[src/rtl/seq_sdiv16x8.sv]
// Iterative signed divider: 2*DW-bit dividend / DW-bit divisor, truncating, with a valid/ready handshake on both sides.
// Optional APPROX_DIV_EN macro skips the low APPROX_BITS quotient bits and forces the remainder to zero.
module seq_sdiv16x8 #(
  parameter int DW          = 8,
  parameter int APPROX_BITS = 2
) (
  input  logic              clk,
  input  logic              rst,
  input  logic              in_valid,
  output logic              in_ready,
  input  logic [2*DW-1:0]   dividend,
  input  logic [DW-1:0]     divisor,
  output logic              out_valid,
  input  logic              out_ready,
  output logic [DW-1:0]     quotient,
  output logic [DW-1:0]     remainder,
  output logic              ovf,
  output logic              dz
);

  typedef enum logic [2:0] {
    IDLE = 3'd0,
    PREP = 3'd1,
    ITER = 3'd2,
    FIX  = 3'd3,
    DONE = 3'd4
  } state_t;

`ifdef APPROX_DIV_EN
  localparam bit APPROX_ON = 1'b1;
`else
  localparam bit APPROX_ON = 1'b0;
`endif
  localparam int SKIP  = APPROX_ON ? APPROX_BITS : 0;
  localparam int ITERS = DW - SKIP;
  localparam int CW    = $clog2(DW + 1);

  localparam logic [DW-1:0] SAT_POS = {1'b0, {(DW-1){1'b1}}};
  localparam logic [DW-1:0] SAT_NEG = {1'b1, {(DW-1){1'b0}}};

  function automatic logic [2*DW-1:0] abs_wide(input logic [2*DW-1:0] v);
    return v[2*DW-1] ? (~v + {{(2*DW-1){1'b0}}, 1'b1}) : v;
  endfunction

  function automatic logic [DW-1:0] neg_if(input logic [DW-1:0] v, input logic s);
    return s ? (~v + {{(DW-1){1'b0}}, 1'b1}) : v;
  endfunction

  function automatic logic [DW-1:0] sat_val(input logic neg);
    return neg ? SAT_NEG : SAT_POS;
  endfunction

  state_t          state_r, state_next_s;
  logic [2*DW-1:0] n_r;
  logic [DW-1:0]   d_r;
  logic            sn_r, sd_r;
  logic [DW-1:0]   dmag_r;
  logic [DW-1:0]   rem_r;
  logic [DW-1:0]   quo_r;
  logic [CW-1:0]   cnt_r;
  logic            in_ready_d_s, out_valid_d_s;
  logic            in_ready_r, out_valid_r;
  logic [DW-1:0]   quotient_r, remainder_r;
  logic            ovf_r, dz_r;

  logic [2*DW-1:0] nmag_s;
  logic [DW-1:0]   dmag_s;
  logic            dz_s, pre_ovf_s;
  logic [DW:0]     shift_s;
  logic            ge_s;
  logic [DW-1:0]   diff_s;
  logic [DW-1:0]   q_mag_s, q_fix_s, r_fix_s;
  logic            neg_q_s, fix_ovf_s;

  // Operand magnitudes and the divide-by-zero / early-overflow prechecks used in PREP.
  always_comb begin
    nmag_s    = abs_wide(n_r);
    dmag_s    = neg_if(d_r, d_r[DW-1]);
    dz_s      = (d_r == {DW{1'b0}});
    pre_ovf_s = (nmag_s[2*DW-1:DW] >= dmag_s);
  end

  // One restoring step: the shifted partial remainder needs DW+1 bits before the compare.
  always_comb begin
    shift_s = {rem_r, quo_r[DW-1]};
    ge_s    = (shift_s >= {1'b0, dmag_r});
    diff_s  = shift_s[DW-1:0] - dmag_r;
  end

  // Sign application and signed range check on the magnitude quotient.
  always_comb begin
    q_mag_s = quo_r << SKIP;
    neg_q_s = sn_r ^ sd_r;
    q_fix_s = neg_if(q_mag_s, neg_q_s);
    if (neg_q_s) begin
      fix_ovf_s = (q_mag_s > SAT_NEG);
    end else begin
      fix_ovf_s = q_mag_s[DW-1];
    end
`ifdef APPROX_DIV_EN
    r_fix_s = {DW{1'b0}};
`else
    r_fix_s = neg_if(rem_r, sn_r);
`endif
  end

  // State register.
  always_ff @(posedge clk or posedge rst) begin
    if (rst) begin
      state_r <= IDLE;
    end else begin
      state_r <= state_next_s;
    end
  end

  // Next-state logic.
  always_comb begin
    state_next_s = state_r;
    case (state_r)
      IDLE: begin
        if (in_valid) begin
          state_next_s = PREP;
        end else begin
          state_next_s = IDLE;
        end
      end
      PREP: begin
        if (dz_s || pre_ovf_s) begin
          state_next_s = DONE;
        end else begin
          state_next_s = ITER;
        end
      end
      ITER: begin
        if (cnt_r == {{(CW-1){1'b0}}, 1'b1}) begin
          state_next_s = FIX;
        end else begin
          state_next_s = ITER;
        end
      end
      FIX: state_next_s = DONE;
      DONE: begin
        if (out_ready) begin
          state_next_s = IDLE;
        end else begin
          state_next_s = DONE;
        end
      end
      default: state_next_s = IDLE;
    endcase
  end

  // Handshake outputs, decoded from the next state so they register in step with it.
  always_comb begin
    in_ready_d_s  = (state_next_s == IDLE);
    out_valid_d_s = (state_next_s == DONE);
  end

  // Registered handshake outputs.
  always_ff @(posedge clk or posedge rst) begin
    if (rst) begin
      in_ready_r  <= 1'b1;
      out_valid_r <= 1'b0;
    end else begin
      in_ready_r  <= in_ready_d_s;
      out_valid_r <= out_valid_d_s;
    end
  end

  // Datapath: operand capture, magnitude setup, iteration and result registers.
  always_ff @(posedge clk or posedge rst) begin
    if (rst) begin
      n_r         <= {(2*DW){1'b0}};
      d_r         <= {DW{1'b0}};
      sn_r        <= 1'b0;
      sd_r        <= 1'b0;
      dmag_r      <= {DW{1'b0}};
      rem_r       <= {DW{1'b0}};
      quo_r       <= {DW{1'b0}};
      cnt_r       <= {CW{1'b0}};
      quotient_r  <= {DW{1'b0}};
      remainder_r <= {DW{1'b0}};
      ovf_r       <= 1'b0;
      dz_r        <= 1'b0;
    end else begin
      case (state_r)
        IDLE: begin
          if (in_valid) begin
            n_r <= dividend;
            d_r <= divisor;
          end
        end
        PREP: begin
          sn_r   <= n_r[2*DW-1];
          sd_r   <= d_r[DW-1];
          dmag_r <= dmag_s;
          rem_r  <= nmag_s[2*DW-1:DW];
          quo_r  <= nmag_s[DW-1:0];
          cnt_r  <= CW'(ITERS);
          if (dz_s) begin
            quotient_r  <= {DW{1'b1}};
            remainder_r <= n_r[DW-1:0];
            dz_r        <= 1'b1;
            ovf_r       <= 1'b0;
          end else if (pre_ovf_s) begin
            quotient_r  <= sat_val(n_r[2*DW-1] ^ d_r[DW-1]);
            remainder_r <= {DW{1'b0}};
            dz_r        <= 1'b0;
            ovf_r       <= 1'b1;
          end
        end
        ITER: begin
          rem_r <= ge_s ? diff_s : shift_s[DW-1:0];
          quo_r <= {quo_r[DW-2:0], ge_s};
          cnt_r <= cnt_r - {{(CW-1){1'b0}}, 1'b1};
        end
        FIX: begin
          dz_r <= 1'b0;
          if (fix_ovf_s) begin
            quotient_r  <= sat_val(neg_q_s);
            remainder_r <= {DW{1'b0}};
            ovf_r       <= 1'b1;
          end else begin
            quotient_r  <= q_fix_s;
            remainder_r <= r_fix_s;
            ovf_r       <= 1'b0;
          end
        end
        DONE: begin
          // Flags are only meaningful while the result is offered.
          if (out_ready) begin
            ovf_r <= 1'b0;
            dz_r  <= 1'b0;
          end
        end
        default: begin
          cnt_r <= {CW{1'b0}};
        end
      endcase
    end
  end

  assign in_ready  = in_ready_r;
  assign out_valid = out_valid_r;
  assign quotient  = quotient_r;
  assign remainder = remainder_r;
  assign ovf       = ovf_r;
  assign dz        = dz_r;

endmodule

[config.mk]
export PLATFORM = sky130hd
export DESIGN_NAME = seq_sdiv16x8
export DESIGN_NICKNAME = d
export VERILOG_FILES = /design/src/rtl/seq_sdiv16x8.sv
export SDC_FILE = /design/constraint.sdc
export NUM_CORES = 1
export LEC_CHECK = 0
export ABC_AREA = 1
export CORE_ASPECT_RATIO = 2
export CORE_MARGIN = 10
export CORE_UTILIZATION = 52
export CTS_CLUSTER_DIAMETER = 80
export DETAILED_ROUTE_END_ITERATION = 8
export GPL_TIMING_DRIVEN = 0
export PLACE_DENSITY = 0.76
export REMOVE_ABC_BUFFERS = 1
export SETUP_SLACK_MARGIN = 0.3
export SLEW_MARGIN = 30
export SYNTH_ARGS = -nofsm -noshare
export SYNTH_HDL_FRONTEND = slang
export SYNTH_SLANG_ARGS = --single-unit
export TNS_END_PERCENT = 1
[constraint.sdc]
create_clock -name clk -period 2.4 [get_ports clk]
set_input_delay 0.48 -clock clk [delete_from_list [all_inputs] [get_ports clk]]
set_output_delay 0.48 -clock clk [all_outputs]
set_load 0.005 [all_outputs]
==> results of run 1 <==
through the flow:
stage                     cells  cell area [um2]
final                       857             6510
after detailed placement    792             5490
after global placement      791             5460
after global routing        857             6510
after CTS                   844             6240
after floorplan             640             4860
synth_stat cells (2+ instances only):
cell type / instances
a21oi_1: 30
buf_2: 13
buf_4: 3
buf_6: 4
clkinv_2: 2
dfrtp_1: 76
ha_1: 22
inv_1: 73
inv_2: 5
mux2_2: 6
nand2_1: 179
nand2_2: 5
nand2_4: 4
nand3_1: 64
nand3_2: 4
nand3b_1: 2
nand4_1: 6
nor2_1: 57
nor2_2: 2
nor2_4: 2
nor3_1: 5
o211ai_1: 7
o21ai_0: 29
o21ai_1: 5
o221ai_1: 8
o22ai_1: 7
xnor2_1: 4
xor2_1: 20
area by class of cell:
class | count | area (um2)
clock inverter | 4 | 47.5
timing repair buffer | 96 | 873
inverter | 83 | 325
clock buffer | 12 | 246
fill | 738 | 2880
tap | 104 | 130
multi-input combinational | 481 | 2950
sequential | 77 | 1940
kinds of logic (layout without fill, tap and decap cells):
| logic type | after synthesis | in the layout | share of synthesized area [%] |
|---|---|---|---|
| xor+xnor | 24 | 24 | 4.21 |
| simple gates | 337 | 338 | 30.4 |
| buf+inv | 103 | 195 | 9.10 |
| compound gates | 89 | 89 | 10.2 |
| mux | 7 | 7 | 1.58 |
| fa+ha+maj | 23 | 23 | 5.91 |
| flops | 77 | 77 | 38.6 |
power groups by stage:
stage / combinational (mW) / sequential [mW] / clock, mW
4_1_cts: 6.08 / 2.46 / 1.37
6_report: 6.82 / 2.51 / 1.37
3_3_place_gp: 5.00 / 2.43 / 0
3_5_place_dp: 5.21 / 2.46 / 0
5_1_grt: 7.50 / 2.59 / 1.42
2_1_floorplan: 3.80 / 2.33 / 0
repair_timing:
item,4_1_cts,5_1_grt
buffers inserted,35,13
endpoints found under the setup margin,22,35
cloned,1,0
resized for setup,54,38
pin swaps,24,34
layer usage:
layer / global-route usage [%] / vias to the layer above / share of wire (%)
met5: 0 / - / 0
met4: 14.0 / 0 / 7.6
met3: 2.97 / 76 / 4.3
met2: 36.4 / 198 / 52
met1: 19.8 / 2294 / 36
li1: - / 2317 / -
state kept, by name, indices dropped and copies added (netlist names), 3 cells and up:
signal,flops
d_r,8
quotient,8
rem_r,8
remainder,8
cnt_r,4
state_r,3
q_mag_s,8
n_r,16
dmag_r,8
critical path: stages, from the launching register on:
cell and delay [ns]:
dfrtp_2 0.44, nor2_2 0.13, nand2_1 0.12, nor2_2 0.16, nand2_1 0.10, nand2_2 0.11, xor2_4 0.23, ha_4 0.24
nand2_2 0.05, nand2_2 0.07, a21oi_4 0.16, and2_4 0.16, nand4_1 0.23, buf_4 0.23, nand2_2 0.04
worst max path at each step:
stage	start	slack, ns	end
floorplan	rst	-0.05	cnt_r[0]
global placement	rst	-1.29	n_r[1]
detailed placement	n_r[0]	-0.68	remainder[1]
CTS	n_r[1]	-0.03	state_r[1]
global route	n_r[11]	-0.24	state_r[1]
finish	n_r[10]	-0.14	state_r[1]
==> results.sh, run 1 <==
export IMPL_synth_seq_area_share_pct=38.6
export IMPL_insertion_delay_ns=0.34
export IMPL_nets=799
export IMPL_drt_iter0_drc=281
export IMPL_clock_skew_ns=0.00572
export IMPL_p_sw_share_pct=47.8
export IMPL_drv_slew=0
export IMPL_crit_path_end_kind="flip-flop"
export IMPL_p_per_area_nw_per_um2=1640
export IMPL_hold_class="in -> async"
export IMPL_core_area_um2=9380
export IMPL_violations="setup timing"
export IMPL_ys_types=44
export IMPL_vdd_drop_max_uv=964
export IMPL_final_hold_viol_count=0
export IMPL_cts_buffers=9
export IMPL_reg2reg_slack_ns=-0.14
export IMPL_leakage_nw=3.18
export IMPL_dr_pass1_iters=5
export IMPL_max_freq_ghz=0.394
export IMPL_p_switching_mw=5.11
export IMPL_p_int_mw=5.59
export IMPL_rows=50
export IMPL_r2r_end="state_r[1]"
export IMPL_drc_errors=0
export IMPL_cts_clk_slew_worst_paths_ns=0.06
export IMPL_start_util_pct=53.2
export IMPL_root_buffer="clkbuf_16"
export IMPL_drive_above_1_share_pct=22.6
export IMPL_cp_max_fo=4
export IMPL_finalSetupTns_ns=-1.88
export IMPL_drt_vias_per_instance=5.70
export IMPL_reg2reg_from="n_r[10]"
export IMPL_ant_nets=0
export IMPL_syn_avg_cell_area_um2=7.56
export IMPL_cts_num_sinks=77
export IMPL_syn_instance_count=660
export IMPL_layout_setup_ws_ns=-0.138
export IMPL_io_pins=48
export IMPL_drt_wl_total_mm=14.2
export IMPL_mostFrequentLayoutCell="nand2_1"
export IMPL_synthArstFlopShare_pct=100
export IMPL_grt_max_degree=52
export IMPL_cts_path_max_buffers=2
export IMPL_fp_dieW_um=89.3
export IMPL_combPwrFrac_pct=63.7
export IMPL_syn_to_final_growth_pct=30.4
export IMPL_final_core_util_pct=69.3
export IMPL_whs_ns=0.477
export IMPL_wl_per_cell_um=16.5
export IMPL_hpwl_mm=9.76
export IMPL_cts_htree_levels=3
export IMPL_tightest_slew_ns=0.503
export IMPL_synth_top_area_share_pct=38.1
export IMPL_final_cell_mix="nand2_1, dfrtp_1, nand3_1"
export IMPL_fin_crit_sh_pct=106
export IMPL_ys_seq_elements=77
export IMPL_diodes=0
export IMPL_drv_cap=0
export IMPL_rr_worst_depth=14
export IMPL_synth_edf_count=0
export IMPL_die_h_um=159
export IMPL_die_area_um2=14200
export IMPL_cts_tree="yes"
export IMPL_seq_power_share_pct=23.5
export IMPL_status="complete, but fails checks"
export IMPL_critical_path_class="reg -> reg"
export IMPL_grt_pass1_vias=4888
export IMPL_critPathArrivalTime_ns=2.80
export IMPL_gp_congestion=0.916
export IMPL_power_frac_clock_pct=12.8
export IMPL_setup_viol=21
export IMPL_grt_first_pass_wirelength_mm=22.3
export IMPL_port_buffer_count=47
export IMPL_syn_cell_area_um2=4990
export IMPL_grt_overflow=0
export IMPL_grt_use_total_pct=20.1
export IMPL_cp_required_ns=2.67
export IMPL_synth_area_leaders="dfrtp_1, nand2_1, nand3_1"
export IMPL_worstSetupStartpointType="flip-flop"
export IMPL_rsz0062_at_grt="true"
export IMPL_yosysWarnings=0
export IMPL_ys_flop_type="dfrtp_1"
export IMPL_synth_top_area_cell="dfrtp_1"
export IMPL_vias=4885
export IMPL_grt_antenna_before_repair=0
export IMPL_post_place_ws_ns=-0.676
export IMPL_power_mw=10.7
export IMPL_slew_headroom_pct=66.5
export IMPL_holdBufCountCts=0
export IMPL_period_needed_ns=2.54
No activity file was read; power rests on OpenSTA's default activity.
==> run 2: changes to the inputs <==
--- a/config.mk
+++ b/config.mk
@@ -15,7 +15,7 @@
 export PLACE_DENSITY = 0.76
 export REMOVE_ABC_BUFFERS = 1
 export SETUP_SLACK_MARGIN = 0.3
-export SLEW_MARGIN = 30
+export SLEW_MARGIN = 20
 export SYNTH_ARGS = -nofsm -noshare
 export SYNTH_HDL_FRONTEND = slang
 export SYNTH_SLANG_ARGS = --single-unit
==> run 2 against run 1 <==
The run still ends with setup timing left. Routed wire length up 4.4%. Flip-flop and latch count unchanged. Total power up 4.0%. Die area unchanged. Register-to-register slack about the same. Sequential share of layout area down 0.35 points. Clock skew up 0.0019 ns. Non-clock buffer count unchanged. Sequential power about the same. Via count up 1.7%. Critical path depth up 1. Critical path type unchanged.
==> results.sh, run 2 (synthesis gave the netlist of run 1 again) <==
export IMPL_final_hold_viol_count=0
export IMPL_die_h_um=159
export IMPL_drive_above_1_share_pct=23.8
export IMPL_drc_errors=0
export IMPL_cts_htree_levels=3
export IMPL_io_pins=48
export IMPL_power_mw=11.1
export IMPL_vdd_drop_max_uv=1140
export IMPL_max_freq_ghz=0.394
export IMPL_drt_wl_total_mm=14.8
export IMPL_drt_iter0_drc=320
export IMPL_fin_crit_sh_pct=106
export IMPL_cp_max_fo=6
export IMPL_cp_slowest_cell="dfrtp_1"
export IMPL_hold_class="in -> async"
export IMPL_drv_cap=0
export IMPL_nFillCells=704
export IMPL_period_needed_ns=2.54
export IMPL_port_buffer_count=47
export IMPL_core_area_um2=9380
export IMPL_cp_cell_sequence="nor2_2 > buf_4 > nand3_4 > nand2_4 > nand3_2 > xor2_2 > ha_1 > nand2_4 > nor2_4 > nand2_2 > nand4_4 > nand2_8 > buf_6 > nand3_1 > nand2_1"
export IMPL_dpl_instance_area_um2=5490
export IMPL_cts_tree="yes"
export IMPL_rows=50
export IMPL_cp_required_ns=2.63
export IMPL_root_buffer="clkbuf_16"
export IMPL_insertion_delay_ns=0.34
export IMPL_crit_path_end_kind="flip-flop"
export IMPL_clock_skew_ns=0.00766
export IMPL_cts_path_max_buffers=2
export IMPL_mostFrequentLayoutCell="nand2_1"
export IMPL_slew_headroom_pct=67.1
export IMPL_critPathBufInv=2
export IMPL_grt_max_degree=55
export IMPL_wl_per_cell_um=17.3
export IMPL_cp_common_cell="nand2_4"
export IMPL_critPathArrivalTime_ns=2.77
export IMPL_critical_path_class="reg -> reg"
export IMPL_start_util_pct=53.2
export IMPL_cts_num_sinks=77
export IMPL_final_core_util_pct=70.2
export IMPL_fp_dieW_um=89.3
export IMPL_setup_viol=22
export IMPL_grt_use_total_pct=20.6
export IMPL_cts_buffers=9
export IMPL_rsz0062_at_grt="true"
export IMPL_critPathTopFamily="simple AND/OR/NAND/NOR gates"
export IMPL_drv_slew=0
export IMPL_cts_clk_slew_worst_paths_ns=0.05
export IMPL_grt_pass1_vias=4849
export IMPL_drt_vias_per_instance=5.80
export IMPL_vias=4968
export IMPL_final_cell_mix="nand2_1, dfrtp_1, inv_1"
export IMPL_max_flop_register="n_r"
export IMPL_p_per_area_nw_per_um2=1690
export IMPL_fin_area_um2=6590
export IMPL_leakage_nw=3.19
export IMPL_grt_first_pass_wirelength_mm=22.7
export IMPL_largest_reg_flops=16
export IMPL_gp_congestion=0.916
export IMPL_status="complete, but fails checks"
export IMPL_nets=800
export IMPL_syn_to_final_growth_pct=31.9
export IMPL_diodes=0
export IMPL_finalSetupTns_ns=-2.58
export IMPL_hpwl_mm=9.73
export IMPL_layout_setup_ws_ns=-0.141
export IMPL_worstSetupStartpointType="flip-flop"
export IMPL_grt_antenna_before_repair=0
export IMPL_violations="setup timing"
export IMPL_ant_nets=0
export IMPL_grt_overflow=0
export IMPL_holdBufCountCts=0
export IMPL_die_area_um2=14200
export IMPL_tightest_slew_ns=0.493
export IMPL_dr_pass1_iters=5
export IMPL_max_stage_delay_ns=0.41
[run 2: stage by stage]
stage | hold WS, ns | cells | setup slack (ns)
floorplan | 0.453 | 640 | -0.0450
global placement | 0.466 | 791 | -1.29
detailed placement | 0.466 | 792 | -0.680
CTS | 0.475 | 847 | -0.0320
global route | 0.495 | 856 | -0.270
finish | 0.467 | 856 | -0.141
[run 2: layer usage]
metal | vias up | part of all wire [%] | track usage, % | wire length, um
met4 | 0 | 6.2 | 13.2 | 909
met2 | 204 | 54 | 37.8 | 8020
met3 | 75 | 4.9 | 3.89 | 717
met5 | - | 0 | 0 | 0
met1 | 2370 | 35 | 20.0 | 5130
li1 | 2319 | - | - | -
[run 2: where the power goes]
part           leakage [nW]  internal, mW  switching, mW
clock                 0.139         0.821          0.518
combinational          2.12          2.99           4.31
sequential            0.933          1.91          0.579
total                  3.19          5.72           5.41
[run 2: what timing repair did]
action | 4_1_cts | 5_1_grt
resized for setup | 63 | 44
cloned | 2 | 0
setup buffers | 39 | 9
pin swaps | 35 | 33
hold endpoints to repair | 0 | 0
setup endpoints to repair | 22 | 34
[run 2: area by class of cell]
| class | count | area (um2) | area share, % |
|---|---|---|---|
| well taps | 104 | 130 | 1.98 |
| clock inverters | 2 | 35.0 | 0.532 |
| multi-input cells | 482 | 3040 | 46.1 |
| flip-flops and latches | 77 | 1940 | 29.4 |
| clock buffers | 12 | 246 | 3.74 |
| inverters | 83 | 328 | 4.98 |
| repair buffers | 96 | 873 | 13.3 |
[run 2: final timing paths]
check	slack (ns)	cells past startpoint	from	endpoint
setup / recovery	-0.14	15	n_r[3]	quotient[1]
hold / removal	0.47	2	rst	dmag_r[3]
max in group asynchronous	1.32	3	rst	in_ready
setup reg to reg	-0.14	15	n_r[3]	quotient[1]
hold reg to reg	0.47	2	ovf	ovf
min in group clk	0.47	2	ovf	ovf
==> run 3: changes to the inputs <==
--- a/config.mk
+++ b/config.mk
@@ -9,7 +9,7 @@
 export CORE_ASPECT_RATIO = 2
 export CORE_MARGIN = 10
 export CORE_UTILIZATION = 52
-export CTS_CLUSTER_DIAMETER = 80
+export CTS_CLUSTER_DIAMETER = 40
 export DETAILED_ROUTE_END_ITERATION = 8
 export GPL_TIMING_DRIVEN = 0
 export PLACE_DENSITY = 0.76
==> results of run 3 <==
The final DEF is identical to that of run 2; final timing and power are the same.
